$ cat config.mk
export PLATFORM = sky130hd
export DESIGN_NAME = fetch_stage
export DESIGN_NICKNAME = d
export VERILOG_FILES = /design/src/rtl/fetch_stage.sv
export SDC_FILE = /design/constraint.sdc
export NUM_CORES = 1
export LEC_CHECK = 0
export ABC_AREA = 1
export BUFFER_PORTS_ARGS = -buffer_cell sky130_fd_sc_hd__buf_2
export CORE_MARGIN = 2
export CORE_UTILIZATION = 56
export DETAILED_ROUTE_END_ITERATION = 10
export PLACE_DENSITY = 0.85
export SETUP_SLACK_MARGIN = 0.05
export SLEW_MARGIN = 25
export SYNTH_ARGS = -nofsm -noshare
export SYNTH_HDL_FRONTEND = slang
export SYNTH_SLANG_ARGS = --single-unit
$ cat constraint.sdc
create_clock -name clk -period 7.3 [get_ports clk]
set_input_delay 1.46 -clock clk [delete_from_list [all_inputs] [get_ports clk]]
set_output_delay 1.46 -clock clk [all_outputs]
set_load 0.02 [all_outputs]
$ cat src/rtl/fetch_stage.sv
// Instruction fetch: PC owner, 1-cycle synchronous imem interface, 2-entry
// instruction queue feeding decode over a valid/ready handshake.
module fetch_stage #(
  parameter int              XLEN     = 64,
  parameter logic [XLEN-1:0] RESET_PC = '0
) (
  input  logic            clk,
  input  logic            reset,
  input  logic            redirect_valid,
  input  logic [XLEN-1:0] redirect_pc,
  output logic            imem_req,
  output logic [XLEN-1:0] imem_addr,
  input  logic [31:0]     imem_rdata,
  output logic            out_valid,
  input  logic            out_ready,
  output logic [XLEN-1:0] out_pc,
  output logic [31:0]     out_instr,
  output logic [6:0]      out_op_code
);

  typedef enum logic [1:0] {
    EMPTY = 2'd0,
    ONE   = 2'd1,
    FULL  = 2'd2
  } occ_t;

  occ_t            state;
  logic [1:0]      count;
  logic [XLEN-1:0] pc;
  logic            vld_p1;
  logic [XLEN-1:0] pc_p1;
  logic [XLEN-1:0] q_pc    [2];
  logic [31:0]     q_instr [2];
  logic            wr_ptr;
  logic            rd_ptr;
  logic            pop;
  logic            push;
  logic            issue;
  logic [2:0]      credit;
  logic [XLEN-1:0] redirect_target;

  assign count           = state;
  assign pop             = out_valid & out_ready;
  assign credit          = {1'b0, count} + {2'b00, vld_p1} - {2'b00, pop};
  assign issue           = !reset && !redirect_valid && (credit < 3'd2);
  assign push            = vld_p1 & !redirect_valid;
  assign redirect_target = redirect_pc & ~{{(XLEN-2){1'b0}}, 2'b11};

  assign imem_req  = issue;
  assign imem_addr = pc;

  // Stage p0 -> p1: issue and PC advance; a redirect kills the response in flight
  always_ff @(posedge clk) begin
    if (reset) begin
      pc     <= RESET_PC;
      vld_p1 <= 1'b0;
      state  <= EMPTY;
      wr_ptr <= 1'b0;
      rd_ptr <= 1'b0;
    end else if (redirect_valid) begin
      pc     <= redirect_target;
      vld_p1 <= 1'b0;
      state  <= EMPTY;
      wr_ptr <= 1'b0;
      rd_ptr <= 1'b0;
    end else begin
      vld_p1 <= issue;
      if (issue) pc <= pc + {{(XLEN-3){1'b0}}, 3'd4};
      if (push) wr_ptr <= ~wr_ptr;
      if (pop)  rd_ptr <= ~rd_ptr;
      if (push && !pop)
        state <= (state == EMPTY) ? ONE : FULL;
      else if (pop && !push)
        state <= (state == FULL) ? ONE : EMPTY;
    end
  end

  always_ff @(posedge clk) begin
    if (issue) pc_p1 <= pc;
  end

  // Stage p1 -> queue: capture the returned word with the PC it was fetched from
  always_ff @(posedge clk) begin
    if (push) begin
      q_pc[wr_ptr]    <= pc_p1;
      q_instr[wr_ptr] <= imem_rdata;
    end
  end

  // Head presentation: zeroed when empty so opcode 0 reaches the decoder
  assign out_valid   = (state != EMPTY) && !reset;
  assign out_pc      = out_valid ? q_pc[rd_ptr]    : '0;
  assign out_instr   = out_valid ? q_instr[rd_ptr] : '0;
  assign out_op_code = out_instr[6:0];

  a_no_overflow: assert property (@(posedge clk) disable iff (reset)
    !(push && state == FULL));

endmodule

# [Word-level counts from Yosys, hierarchy flattened]
# Memories as Yosys holds them, arrays and structs flattened. A register that Yosys moved wholly into a read port is not among the register bits.
# Index checks and enable logic that the tools add are counted.
[totals] in_bits=100 memories=2 ramBits=192 elab_cells=46 out_inout_bits=169 ff_bits=133
[op_classes] add_sub_neg=3 eq_ne=1 reduce_logical=14 mux=14 order_cmp=1 n_bitwise=4
[memory_table] memory="q_pc" depth=2 width=64 read_ports=1 rd_ports_with_merged_regs=1 write_ports=1 line="32" rtl="logic [XLEN-1:0] q_pc [2];"
[memory_table] memory="q_instr" depth=2 width=32 read_ports=1 rd_ports_with_merged_regs=1 write_ports=1 line="33" rtl="logic [31:0] q_instr [2];"
[op_table] op="two-way mux 64 bit" count=3
[op_table] op="adder 64 x 3 -> 64 bit (second input constant)" count=1
[op_table] op="two-way mux 32 bit" count=1
[op_table] op="two-way mux 1 bit" count=7
[op_table] op="two-way mux 2 bit" count=3
[op_table] op="nonzero test 2 bit" count=3
[op_table] op="logical AND 1 bit" count=5
[op_table] op="zero test 1 bit" count=4
[op_table] op="adder 2 x 1 -> 3 bit" count=1
[op_table] op="less-than comparator 3 x 2 -> 1 bit (second input constant)" count=1
[op_table] op="subtractor 3 x 1 -> 3 bit" count=1
[op_table] op="bitwise AND 1 bit" count=2
[op_table] op="equality test 2 bit (second input constant)" count=1
[op_table] op="zero test 2 bit" count=1
[op_table] op="NOT 1 bit" count=2
[op_table] op="OR reduction 2 bit" count=1

# [Depth between registers and ports, before layout]
[logic_depth] ltp_word=8 depth_mapped=16 mapped_depth_nobuf=16

# [Least setup slack after synthesis]
# No wires, ideal clock.
[synth_timing] path_kind="input to register" startpoint="input redirect_valid" endpoint="memory q_instr[1][0], enable pin" n_path_buf=1 required_time_ns=6.751 arrival_time_ns=5.834 setup_time_ns=0.549 path_slack_ns=0.918 path_stages=4 cell_sequence="clkbuf_1 > nor2_1 > inv_1 > nor2_1"
[synth_via] elab_chain_cells=4
[synth_rtl] element="start, declared" line="9" rtl="input logic redirect_valid,"
[synth_rtl] element="zero test 1 bit" line="46" rtl="assign push = vld_p1 & !redirect_valid;"
[synth_rtl] element="bitwise AND 1 bit" line="46"
[synth_rtl] element="net push" line="37" rtl="logic push;"
[synth_rtl] element="two-way mux 1 bit" line="84" rtl="if (push) begin"
[synth_rtl] element="two-way mux 1 bit (implied by the code)" line="86" rtl="q_instr[wr_ptr] <= imem_rdata;"
[synth_rtl] element="end, declared" line="33"
# The timed path passes the listed nets, and every way through them passes these cells.

# [Worst setup path in the final report]
[layout_timing] startpoint="input reset" endpoint="output imem_req"
[layout_via] elab_chain_cells=6 word_cells_on_any_way=7 cone_classes="1 x add/sub; 1 x order compare; 1 x bitwise; 4 x reduce/logical"
[layout_rtl] element="start, declared" line="8" rtl="input logic reset,"
[layout_rtl] element="zero test 1 bit" line="91" rtl="assign out_valid = (state != EMPTY) && !reset;"
[layout_rtl] element="logical AND 1 bit" line="91"
[layout_rtl] element="bitwise AND 1 bit" line="43" rtl="assign pop = out_valid & out_ready;"
[layout_rtl] element="net pop" line="36" rtl="logic pop;"
[layout_rtl] element="subtractor 3 x 1 -> 3 bit" line="44" rtl="assign credit = {1'b0, count} + {2'b00, vld_p1} - {2'b00, pop};"
[layout_rtl] element="less-than comparator 3 x 2 -> 1 bit" line="45" rtl="assign issue = !reset && !redirect_valid && (credit < 3'd2);"
[layout_rtl] element="logical AND 1 bit" line="45"
[layout_rtl] element="end, declared" line="11" rtl="output logic imem_req,"
# The timed path passes the listed nets, and every way through them passes these cells.

==> impl_metrics.tcl <==
set metrics [dict create \
    cp.arrival_ps 3840 \
    hold_path.class "reg2reg" \
    hp-start "pc_p1[12]" \
    h-tree-depth 2 \
    netlist_instances 1451 \
    cts_setup_buffers 0 \
    ir_worst_vdd_v 0.000163 \
    critPathCaptureType "output port" \
    setup_viol 0 \
    post-route-period-util_pct 72.6 \
    ys_seq_area_share_pct 61.0 \
    vias_per_cell 5.28 \
    drive_gt1_share_pct 26.2 \
    synthArstFlopShare_pct 0 \
    max_slew.worst_pin.slew_ps 1040 \
    cts_tree "done" \
    area_growth_pct 18.6 \
    cts_sinks 318 \
    path_clk_slew_ps 60 \
    drt-initial-drc-count 1019 \
    ios 269 \
    critPathTopFamily "buffers and inverters" \
    die_h_um 165 \
    cp_slowest_stage_delay_ps 380 \
    slew_violations 0 \
    rr_endpoint "imem_addr[60]" \
    fillCellCount 1894 \
    synth_common_cells "nand2_1 (365), edfxtp_1 (250), inv_1 (232), nor2_1 (116), mux2_2 (94)" \
    drt-total-wl_um 37200 \
    drc 0 \
    final_hold_viol_count 0 \
    fin_crit_ps 5300 \
    power_density_nw_per_um2 238 \
    rsz0062_at_grt "no" \
    cap_viol_max_count 0 \
    cts_resized 0 \
    grt_pass1_wl_um 56000 \
    wl_per_cell_um 18.1 \
    status "complete, no violations" \
    grt_antenna_before_repair 2 \
    clockBufferDepth 3 \
    path_class "in2out" \
    path_max_fanout 27 \
    cp.required_ps 5840 \
    dp_hpwl_um 25700 \
    crit_cells 13 \
    root_buffer "clkbuf_16" \
    stdcell_count 2063 \
    final_util_pct 68.1 \
    slew_headroom_pct 30.9 \
    fin_tns_setup_ps 0 \
    gp_congestion 0.947 \
    synth_area_leaders "edfxtp_1 (52%), nand2_1 (9.4%), dfxtp_1 (9.4%), mux2_2 (7.3%), inv_1 (6.0%)" \
    core_area_sq_um 25300 \
    via_count 10901 \
    synth_top_area_share_pct 51.6 \
    reg2regPathDepth 16 \
    synth-edff-count 250 \
    r2r_slack_ps 3050 \
    p_leak_nw 7.61 \
    die-area_sq_um 27300 \
    worstHoldEndpoint "q_pc[0][12]" \
    cp_cell_sequence "buf_2 > nor2_4 > nand2_1 > inv_1 > ha_1 > or2_2 > fa_1 > xor2_1 > nor2_1 > nand2_1 > buf_4 > inv_4 > buf_2" \
    ys.flop_type "edfxtp_1" \
    whs_path_depth 0 \
    yosys_warnings 0 \
    final_nets 1809 \
    grt_overflow 0 \
    path_buf_inv 5 \
    row_count 58 \
    fin_worst_skew_ps 16.6 \
    ant_nets 0 \
    grt_pass1_vias 10437 \
    timing.fmax_mhz 189 \
    synth.distinct_cells 34 \
    startpoint_type "primary input" \
    floorplan.initialDensity_pct 57.4 \
    yosysMostFrequentCell "nand2_1" \
    yosys_register_bits 318 \
    dp_cells 1999 \
    clk_latency_ps 520 \
    critPathSlowestCell "fa_1" \
    power.total_mw 4.11 \
    portBuffers 262 \
    numCtsBuffers 34 \
    cts_hold_buf 0 \
    die_w_um 165 \
    grt_max_degree 96 \
    firstDrtPassIters 5 \
    r2r-start "count[1]" \
    yosysTopAreaCell "edfxtp_1" \
    gr-usage-all-layers_pct 26.8 \
    syn_area_per_cell_sq_um 10.0 \
    netlist_area_sq_um 14500 \
]
cells in the final DEF (no fill, tap or decap), types with 2 or more instances in the layout:
cell,count
nor2_8,2
buf_2,262
inv_2,2
o21ai_0,46
ha_1,3
nand2_2,9
nor2_2,5
clkbuf_16,37
a21oi_1,53
nor2_4,11
clkinv_2,3
nor2_1,113
o211ai_1,3
clkbuf_1,11
bufinv_16,3
nand2_4,5
nand3_1,57
diode_2,3
buf_4,8
clkinv_1,2
conb_1,4
nand4_1,7
clkbuf_8,2
clkinv_8,2
a31oi_1,12
nand2_1,365
dfxtp_1,67
mux2_2,94
nor3_1,2
o21ai_1,26
xnor2_1,5
a21oi_2,2
xor2_1,16
buf_12,2
inv_1,232
edfxtp_1,250
power by group:
group	leakage [nW]	internal [mW]	switching (mW)
Sequential	2.86	2.03	0.0622
Clock	0.555	1.06	0.683
Combinational	4.19	0.0951	0.185
worst max-delay path by stage:
stage	to	from	slack, ps
floorplan	q_instr[1][0]	redirect_valid	920
global placement	imem_req	reset	2080
detailed placement	imem_req	reset	2040
CTS	imem_req	reset	2000
global route	imem_req	reset	1870
finish	imem_req	reset	2000
through the flow:
step / setup WS (ps) / cell area (sq um) / hold slack (ps)
after floorplan: 918 / 14600 / 421
after global placement: 2080 / 16100 / 422
after detailed placement: 2040 / 16100 / 430
after CTS: 2000 / 17200 / 443
after global routing: 1870 / 17200 / 453
final: 2000 / 17300 / 439
area by class of cell:
cell class,instances,area (sq um),share of cell area [%]
inverter,235,885,5.13
clock buffer,50,995,5.77
clock inverter,11,153,0.885
antenna,3,7.51,0.0435
tap,330,413,2.39
sequential,318,8870,51.4
timing repair buffer,272,1410,8.18
multi-input combinational,844,4520,26.2
cells by family (layout without fill, tap and decap cells):
group                      Yosys count  after routing  share of synthesized area, %
adders and majority gates            4              4                         0.396
and+or+nand+nor                    578            578                          16.7
DFF                                318            318                          61.0
buffers and inverters              292            568                          8.20
other                                1              7                        0.0258
muxes                               94             94                          7.28
AOI/OAI and AO/OA                  143            143                          5.14
xor gates and xnor gates            21             21                          1.26
registers in the layout, indices dropped and copies added, names as in the netlist, named ones only:
| signal | count |
|---|---|
| rd_ptr | 1 |
| imem_addr | 62 |
| vld_p1 | 1 |
| q_instr | 64 |
| q_pc | 124 |
| pc_p1 | 62 |
| count | 2 |
| wr_ptr | 1 |
layer usage:
layer | GRT usage [%] | vias to the layer above | part of all wire, %
met2 | 45.4 | 445 | 49
met5 | 0 | - | 0
met1 | 34.9 | 5147 | 41
li1 | - | 5233 | -
met4 | 9.49 | 0 | 2.6
met3 | 4.87 | 76 | 7.5
No activity file was read; power rests on OpenSTA's default activity.
